<file path="src/rtl/sc_bs2bin_pkg.sv">
// Shared stochastic-computing definitions: default widths, FSM encoding,
// popcount width and a saturating adder used by the decoder.
package sc_bs2bin_pkg;

  localparam int IN_WIDTH_DEF  = 32;
  localparam int ACC_WIDTH_DEF = 16;
  localparam int LEN_WIDTH_DEF = 8;

  // Working width of the saturating adder; accumulators must be narrower.
  localparam int SAT_W = 32;

  typedef enum logic [1:0] {
    ST_IDLE  = 2'd0,
    ST_ACCUM = 2'd1,
    ST_HOLD  = 2'd2
  } state_t;

  // Bits needed to hold a ones-count of a w-bit word (0..w inclusive).
  function automatic int pc_width(input int w);
    return $clog2(w + 1);
  endfunction

  // a + b clamped to max; operands are zero-extended by the caller.
  function automatic logic [SAT_W-1:0] sat_add(input logic [SAT_W-1:0] a,
                                               input logic [SAT_W-1:0] b,
                                               input logic [SAT_W-1:0] max);
    logic [SAT_W:0] s;
    s = {1'b0, a} + {1'b0, b};
    if (s > {1'b0, max}) begin
      return max;
    end
    return s[SAT_W-1:0];
  endfunction

endpackage

</file>
<file path="src/rtl/sc_bs2bin_if.sv">
// Input word stream and result handshake of the stochastic-to-binary decoder.
interface sc_bs2bin_if
  import sc_bs2bin_pkg::*;
#(
  parameter int IN_WIDTH  = IN_WIDTH_DEF,
  parameter int ACC_WIDTH = ACC_WIDTH_DEF,
  parameter int LEN_WIDTH = LEN_WIDTH_DEF
) ();

  logic                 in_valid;
  logic                 in_ready;
  logic [IN_WIDTH-1:0]  in_data;
  logic                 in_last;
  logic                 out_valid;
  logic                 out_ready;
  logic [ACC_WIDTH-1:0] out_data;
  logic [LEN_WIDTH-1:0] out_len;

  // Producer of bitstream words and consumer of results.
  modport master (
    output in_valid, in_data, in_last, out_ready,
    input  in_ready, out_valid, out_data, out_len
  );

  // The decoder itself.
  modport slave (
    input  in_valid, in_data, in_last, out_ready,
    output in_ready, out_valid, out_data, out_len
  );

endinterface

</file>
<file path="src/rtl/sc_popcount.sv">
// Combinational ones-count of a bitstream word as a balanced adder tree.
// The word is zero-padded to a power of two; each level halves the node count.
module sc_popcount
  import sc_bs2bin_pkg::*;
#(
  parameter int IN_WIDTH = IN_WIDTH_DEF
) (
  input  logic [IN_WIDTH-1:0]           in_data,
  output logic [pc_width(IN_WIDTH)-1:0] count
);

  localparam int PCW = pc_width(IN_WIDTH);
  localparam int LVL = $clog2(IN_WIDTH);
  localparam int NP  = 1 << LVL;

  genvar gl, gi;
  generate
    for (gl = 0; gl <= LVL; gl++) begin : g_lvl
      localparam int N = NP >> gl;
      logic [PCW-1:0] s [N];
      for (gi = 0; gi < N; gi++) begin : g_node
        if (gl == 0) begin : g_leaf
          if (gi < IN_WIDTH) begin : g_bit
            assign s[gi] = PCW'(in_data[gi]);
          end else begin : g_pad
            assign s[gi] = '0;
          end
        end else begin : g_sum
          assign s[gi] = g_lvl[gl-1].s[2*gi] + g_lvl[gl-1].s[2*gi+1];
        end
      end
    end
  endgenerate

  assign count = g_lvl[LVL].s[0];

endmodule

</file>
<file path="src/rtl/sc_bs2bin.sv">
// Stochastic-to-binary decoder. Stage 1 registers the popcount of each
// accepted word; stage 2 accumulates counts and word totals (saturating) and
// at frame end publishes the result over a valid/ready handshake. Input is
// blocked from the last word of a frame until the result has been consumed.
module sc_bs2bin
  import sc_bs2bin_pkg::*;
#(
  parameter int IN_WIDTH  = IN_WIDTH_DEF,
  parameter int ACC_WIDTH = ACC_WIDTH_DEF,
  parameter int LEN_WIDTH = LEN_WIDTH_DEF
) (
  input  logic         clk,
  input  logic         rst_n,
  sc_bs2bin_if.slave   bus
);

  localparam int PC_WIDTH = pc_width(IN_WIDTH);
  localparam logic [SAT_W-1:0] ACC_MAX = SAT_W'({ACC_WIDTH{1'b1}});
  localparam logic [SAT_W-1:0] LEN_MAX = SAT_W'({LEN_WIDTH{1'b1}});

  state_t               state_q, state_d;
  logic                 run_q;
  logic [PC_WIDTH-1:0]  pc_q, pc_d;
  logic                 pc_vld_q, pc_vld_d;
  logic                 pc_last_q, pc_last_d;
  logic [ACC_WIDTH-1:0] acc_q, acc_d;
  logic [LEN_WIDTH-1:0] cnt_q, cnt_d;
  logic [ACC_WIDTH-1:0] out_data_q, out_data_d;
  logic [LEN_WIDTH-1:0] out_len_q, out_len_d;
  logic                 out_valid_q, out_valid_d;

  logic [PC_WIDTH-1:0]  pc_count;
  logic [ACC_WIDTH-1:0] sum;
  logic [LEN_WIDTH-1:0] len;
  logic                 in_ready;
  logic                 accept;

  sc_popcount #(.IN_WIDTH(IN_WIDTH)) u_popcount (
    .in_data (bus.in_data),
    .count   (pc_count)
  );

  // Ready only once out of reset, with no result pending or in flight.
  assign in_ready = run_q && !out_valid_q && !(pc_vld_q && pc_last_q);
  assign accept   = bus.in_valid && in_ready;

  assign bus.in_ready  = in_ready;
  assign bus.out_valid = out_valid_q;
  assign bus.out_data  = out_data_q;
  assign bus.out_len   = out_len_q;

  // Stage 1: capture the popcount and frame-end flag of an accepted word.
  always_comb begin
    pc_d      = pc_q;
    pc_last_d = pc_last_q;
    pc_vld_d  = accept;
    if (accept) begin
      pc_d      = pc_count;
      pc_last_d = bus.in_last;
    end
  end

  // Stage 2: saturating accumulate, or publish and clear at frame end.
  always_comb begin
    sum         = ACC_WIDTH'(sat_add(SAT_W'(acc_q), SAT_W'(pc_q), ACC_MAX));
    len         = LEN_WIDTH'(sat_add(SAT_W'(cnt_q), SAT_W'(1), LEN_MAX));
    acc_d       = acc_q;
    cnt_d       = cnt_q;
    out_data_d  = out_data_q;
    out_len_d   = out_len_q;
    out_valid_d = out_valid_q && !bus.out_ready;
    if (pc_vld_q) begin
      if (pc_last_q) begin
        out_data_d  = sum;
        out_len_d   = len;
        out_valid_d = 1'b1;
        acc_d       = '0;
        cnt_d       = '0;
      end else begin
        acc_d = sum;
        cnt_d = len;
      end
    end
  end

  // Frame-tracking FSM next state.
  always_comb begin
    state_d = state_q;
    unique case (state_q)
      ST_IDLE: begin
        if (pc_vld_q && pc_last_q) begin
          state_d = ST_HOLD;
        end else if (accept && !bus.in_last) begin
          state_d = ST_ACCUM;
        end
      end
      ST_ACCUM: begin
        if (pc_vld_q && pc_last_q) begin
          state_d = ST_HOLD;
        end
      end
      ST_HOLD: begin
        if (out_valid_q && bus.out_ready) begin
          state_d = ST_IDLE;
        end
      end
      default: state_d = ST_IDLE;
    endcase
  end

  // State registers; reset discards any partial frame and pending result.
  always_ff @(posedge clk or negedge rst_n) begin
    if (!rst_n) begin
      state_q     <= ST_IDLE;
      run_q       <= 1'b0;
      pc_q        <= '0;
      pc_vld_q    <= 1'b0;
      pc_last_q   <= 1'b0;
      acc_q       <= '0;
      cnt_q       <= '0;
      out_data_q  <= '0;
      out_len_q   <= '0;
      out_valid_q <= 1'b0;
    end else begin
      state_q     <= state_d;
      run_q       <= 1'b1;
      pc_q        <= pc_d;
      pc_vld_q    <= pc_vld_d;
      pc_last_q   <= pc_last_d;
      acc_q       <= acc_d;
      cnt_q       <= cnt_d;
      out_data_q  <= out_data_d;
      out_len_q   <= out_len_d;
      out_valid_q <= out_valid_d;
    end
  end

endmodule

</file>
<file path="src/flat_wrapper.sv">
// flat-port wrapper written by rule: the top's interface ports become plain ports
module sc_bs2bin_flat import sc_bs2bin_pkg::*;
#(
  parameter int IN_WIDTH  = IN_WIDTH_DEF,
  parameter int ACC_WIDTH = ACC_WIDTH_DEF,
  parameter int LEN_WIDTH = LEN_WIDTH_DEF
)
  (clk, rst_n, bus_in_valid, bus_in_data, bus_in_last, bus_out_ready, bus_in_ready, bus_out_valid, bus_out_data, bus_out_len);
  sc_bs2bin_if #(.IN_WIDTH(IN_WIDTH), .ACC_WIDTH(ACC_WIDTH), .LEN_WIDTH(LEN_WIDTH)) bus_i ();
  input  logic clk;
  input  logic rst_n;
  input wire logic [$bits(bus_i.in_valid)-1:0] bus_in_valid;
  input wire logic [$bits(bus_i.in_data)-1:0] bus_in_data;
  input wire logic [$bits(bus_i.in_last)-1:0] bus_in_last;
  input wire logic [$bits(bus_i.out_ready)-1:0] bus_out_ready;
  output wire logic [$bits(bus_i.in_ready)-1:0] bus_in_ready;
  output wire logic [$bits(bus_i.out_valid)-1:0] bus_out_valid;
  output wire logic [$bits(bus_i.out_data)-1:0] bus_out_data;
  output wire logic [$bits(bus_i.out_len)-1:0] bus_out_len;
  assign bus_i.in_valid = bus_in_valid;
  assign bus_i.in_data = bus_in_data;
  assign bus_i.in_last = bus_in_last;
  assign bus_i.out_ready = bus_out_ready;
  assign bus_in_ready = bus_i.in_ready;
  assign bus_out_valid = bus_i.out_valid;
  assign bus_out_data = bus_i.out_data;
  assign bus_out_len = bus_i.out_len;
  sc_bs2bin #(.IN_WIDTH(IN_WIDTH), .ACC_WIDTH(ACC_WIDTH), .LEN_WIDTH(LEN_WIDTH)) u_core (.clk(clk), .rst_n(rst_n), .bus(bus_i));
endmodule
</file>
<file path="config.mk">
export PLATFORM = sky130hd
export DESIGN_NAME = sc_bs2bin_flat
export DESIGN_NICKNAME = d
export VERILOG_FILES = /design/src/rtl/sc_bs2bin_pkg.sv /design/src/rtl/sc_bs2bin_if.sv /design/src/rtl/sc_popcount.sv /design/src/rtl/sc_bs2bin.sv /design/src/flat_wrapper.sv
export SDC_FILE = /design/constraint.sdc
export NUM_CORES = 1
export LEC_CHECK = 0
export CAP_MARGIN = 20
export CORE_MARGIN = 3
export CORE_UTILIZATION = 45
export CTS_BUF_LIST = sky130_fd_sc_hd__clkbuf_4 sky130_fd_sc_hd__clkbuf_8 sky130_fd_sc_hd__clkbuf_16
export CTS_CLUSTER_SIZE = 40
export DETAILED_ROUTE_END_ITERATION = 7
export PLACE_DENSITY = 0.65
export SETUP_SLACK_MARGIN = 0.3
export SLEW_MARGIN = 10
export SYNTH_ARGS = -nofsm -noshare
export SYNTH_HDL_FRONTEND = slang
export SYNTH_SLANG_ARGS = --single-unit
</file>
<file path="constraint.sdc">
create_clock -name clk -period 7.5 [get_ports clk]
set_clock_uncertainty 0.2 [all_clocks]
set_input_delay 1.5 -clock clk [delete_from_list [all_inputs] [get_ports clk]]
set_output_delay 1.5 -clock clk [all_outputs]
set_load 0.02 [all_outputs]
</file>
==> results of run 1 <==
==> metal layers <==
metal	up-vias	global-route usage (%)	share of wire (%)
met5	-	0	0
met4	0	4.153	1.1
met3	7	3.286	2.9
met2	45	29.90	51
met1	1403	21.26	45
li1	1468	-	-
==> critical path, cell delays in order <==
cell and delay, ns:
clkdlybuf4s50_1 0.46, inv_1 0.05, fa_1 0.50, fa_1 0.57, fa_1 0.47, fa_1 0.56, fa_1 0.45, fa_1 0.50
inv_1 0.05, fa_1 0.39, fa_1 0.42, a21o_1 0.17, a21oi_1 0.16, xor2_1 0.14, o21ai_0 0.08
==> area by class of cell <==
class                      count  area share, %
clock buffer                   9          2.615
clock inverter                 7          2.483
inverter                      58          4.596
multi-input combinational    267          43.50
sequential                    58          30.64
tap                          102          2.694
timing repair buffer          65          13.47
==> logic make-up (layout without fill, tap and decap cells) <==
family / after synthesis / in the layout / synth area share (%)
AOI/OAI and AO/OA: 107 / 107 / 18.72
and+or+nand+nor: 102 / 102 / 13.02
muxes: 2 / 2 / 0.5901
DFF: 58 / 58 / 38.03
buffers and inverters: 78 / 139 / 7.967
xor gates and xnor gates: 14 / 14 / 3.213
adders and majority gates: 41 / 41 / 18.36
other: 1 / 1 / 0.09827
==> cells in the mapped netlist (2+ instances only) <==
library cell	instances	area share, %
xnor2_1	9	2.1
a21o_1	7	1.4
buf_4	2	0.39
a41o_1	4	1.0
o2bb2ai_1	5	1.1
and2_1	6	0.98
nand3b_1	2	0.39
nor2_1	23	2.3
nor4_1	2	0.33
nand3_1	9	1.2
fa_1	25	13
buf_1	2	0.20
o31ai_1	2	0.39
nand4_1	2	0.33
nor3_1	3	0.39
a41oi_1	3	0.69
a31o_1	2	0.46
a211oi_2	2	0.66
mux2_2	2	0.59
a31oi_1	14	2.3
inv_1	58	5.7
nand2_1	34	3.3
dfrtp_1	58	38
buf_2	3	0.39
and3_1	6	0.98
o21ai_1	6	0.79
a21oi_1	27	3.5
o21ai_0	24	3.1
ha_1	16	5.2
xor2_1	5	1.1
nand2b_1	5	0.82
nor2b_1	3	0.49
clkbuf_1	13	1.3
==> registers in the layout, indices dropped and copies added (netlist names) <==
signal                flops
u_core.cnt_q              8
u_core.pc_vld_q           1
u_core.bus.out_len        8
u_core.pc_last_q          1
u_core.bus.out_valid      1
u_core.run_q              1
u_core.bus.out_data      16
u_core.pc_q               6
u_core.acc_q             16
==> power breakdown <==
group	total [mW]	internal, mW	switching (mW)
Sequential	0.458	0.396	0.0618
Combinational	0.889	0.419	0.470
Clock	0.348	0.221	0.128
==> cells in the final DEF (no fill, tap or decap), types with 2 or more instances in the layout <==
cell,count
a211oi_2,2
a21o_1,7
a21oi_1,27
a31o_1,2
a31oi_1,14
a41o_1,4
a41oi_1,3
and2_1,6
and3_1,6
buf_4,3
bufinv_16,3
clkbuf_8,9
clkdlybuf4s50_1,61
clkinv_2,2
clkinv_4,2
dfrtp_1,58
fa_1,25
ha_1,16
inv_1,58
mux2_2,2
nand2_1,34
nand2b_1,5
nand3_1,9
nand3b_1,2
nand4_1,2
nor2_1,23
nor2b_1,3
nor3_1,3
nor4_1,2
o21ai_0,24
o21ai_1,6
o2bb2ai_1,5
o31ai_1,2
xnor2_1,9
xor2_1,5
==> worst paths after layout <==
kind	from	end	cells after the start
setup / recovery	bus_in_data[2]	u_core.pc_q[4]	15
min in group asynchronous	rst_n	u_core.bus.out_len[6]	2
hold reg to reg	u_core.bus.out_data[12]	u_core.bus.out_data[12]	2
hold / removal	u_core.bus.out_data[12]	u_core.bus.out_data[12]	2
setup reg to reg	u_core.acc_q[0]	u_core.acc_q[13]	9
max in group asynchronous	rst_n	u_core.acc_q[4]	2
==> impl_results.md, run 1 <==
* Status: complete, no violations
* Worst hold path type: reg -> reg
* Gr usage total at around 17%
* TritonCTS buffer count at 9
* Htree depth at 3
* Crit Path Category: in -> reg
* Core area at about 8000 sq um
* Avg WL per Cell at between 10 and 15 microns
* Fin util at 59.45%
* Non-filler instance count after layout at 566
* RSZ-0062 raised after global routing: false
* Die W at around 98 microns
* Yosys Warn Count at 0
* Routed Antenna Nets at 0
* Setup ws final at around 1.0 ns
* Lkg Pwr at roughly 2.2 nW
* Worst-path clk slew at ~0.070 ns
* Final Setup Violations at 0
* Startpoint Class: input port
* Fin. Hold Viols at 0
* Synth unique cells at 52
* Hold_buf cts at 0
* Period utilization at 86.49%
* Via density at just over 5
* CTS tree: yes
* Final Cell Area at 4737 sq um
* Total Routed Length at between 7 and 8 mm
* Setup TNS at 0 ns
* Routability cong. at about 0.78
* Via Count at roughly 2,900
* Worst skew pair latency at between 0.3 and 0.4 ns
* Peak VDD IR at ~300 uV
* First-pass GRT wire length at approximately 13 mm
* Remaining Overflow, GRT at 0
* Syn Std Cell Area at between 3000 and 4000 sq um
* Detailed-route DRC error count at 0
* Die Area at a little under 10,000 sq um
* Largest net degree at the start of global routing at 59
* Clock Path Buffers at 2
* Seq. cell area at approximately 1500 sq um
* Syn_area_per_cell at 9.469 sq um
* DP Area at between 4000 and 5000 sq um
* WP data arrival at approximately 6.5 ns
* Drt pass-1 iters at 4
* # clock sinks at 58
* Root buffer cell: clkbuf_8
* FILL cells at about 720
* Worst hold margin at 0.2824 ns
* Synth Instances at roughly 400
* Ant. Diodes at 0
* Worst setup EP type: flop
* Row Count at 32
* Ys async rst share at 100.0%
* Syn_nets at roughly 480
* DP Cell Count at 550
* First DRT Iteration DRCs at 59
* Ys flop type: dfrtp_1
* Slew Limit Fails at 0
* P&R area growth vs syn at 24.13%
* Worst path required time at between 7 and 8 ns
* Crit path max fanout at 2
* Initial antenna violation count at 0
* Vias in the first global route at around 3,000
* Setup slack, reg-to-reg at approximately 4.7 ns
* Worst-margin pin slew at 0.8024 ns
* Fin nets at about 540
* Post-CTS sizing at 0
* Sequential area share after synthesis at between 30% and 40%
* Total Power at between 1.5 and 2 mW
* Detail Placement HPWL at roughly 5.8 mm
* Buffers added on ports at between 60 and 70
* Achievable Freq at about 0.15 GHz
* Slew headroom at between 40% and 50%
* Setup WS pre-CTS at about 0.62 ns
* Yosys reg bits at slightly below 60
* Postcts setup bufs at 0
* Chip height at a little under 100 microns
* Multi-input gate area at 2061 sq um
* Number of synthesized flops with an enable pin at 0
* Max Cap Viol at 0
* Share of layout cells above drive strength 1 at around 7.5%
* PD cells at 358.0 nW/um^2
* Min cycle time layout at approximately 6.5 ns
* I/O pins at 63
* Initial Utilization at between 40% and 50%
No activity file was read; power rests on OpenSTA's default activity.
==> run 2, diff against run 1 <==
--- a/config.mk
+++ b/config.mk
@@ -12,7 +12,7 @@
 export CTS_CLUSTER_SIZE = 40
 export DETAILED_ROUTE_END_ITERATION = 7
 export PLACE_DENSITY = 0.65
-export SETUP_SLACK_MARGIN = 0.3
+export SETUP_SLACK_MARGIN = 0.05
 export SLEW_MARGIN = 10
 export SYNTH_ARGS = -nofsm -noshare
 export SYNTH_HDL_FRONTEND = slang
==> results of run 2 <==
The final DEF is identical to that of run 1; final timing and power are the same.
==> run 3, diff against run 2 <==
--- a/config.mk
+++ b/config.mk
@@ -12,7 +12,6 @@
 export CTS_CLUSTER_SIZE = 40
 export DETAILED_ROUTE_END_ITERATION = 7
 export PLACE_DENSITY = 0.65
-export SETUP_SLACK_MARGIN = 0.05
 export SLEW_MARGIN = 10
 export SYNTH_ARGS = -nofsm -noshare
 export SYNTH_HDL_FRONTEND = slang
==> results of run 3 <==
The final DEF is identical to that of run 1; final timing and power are the same.
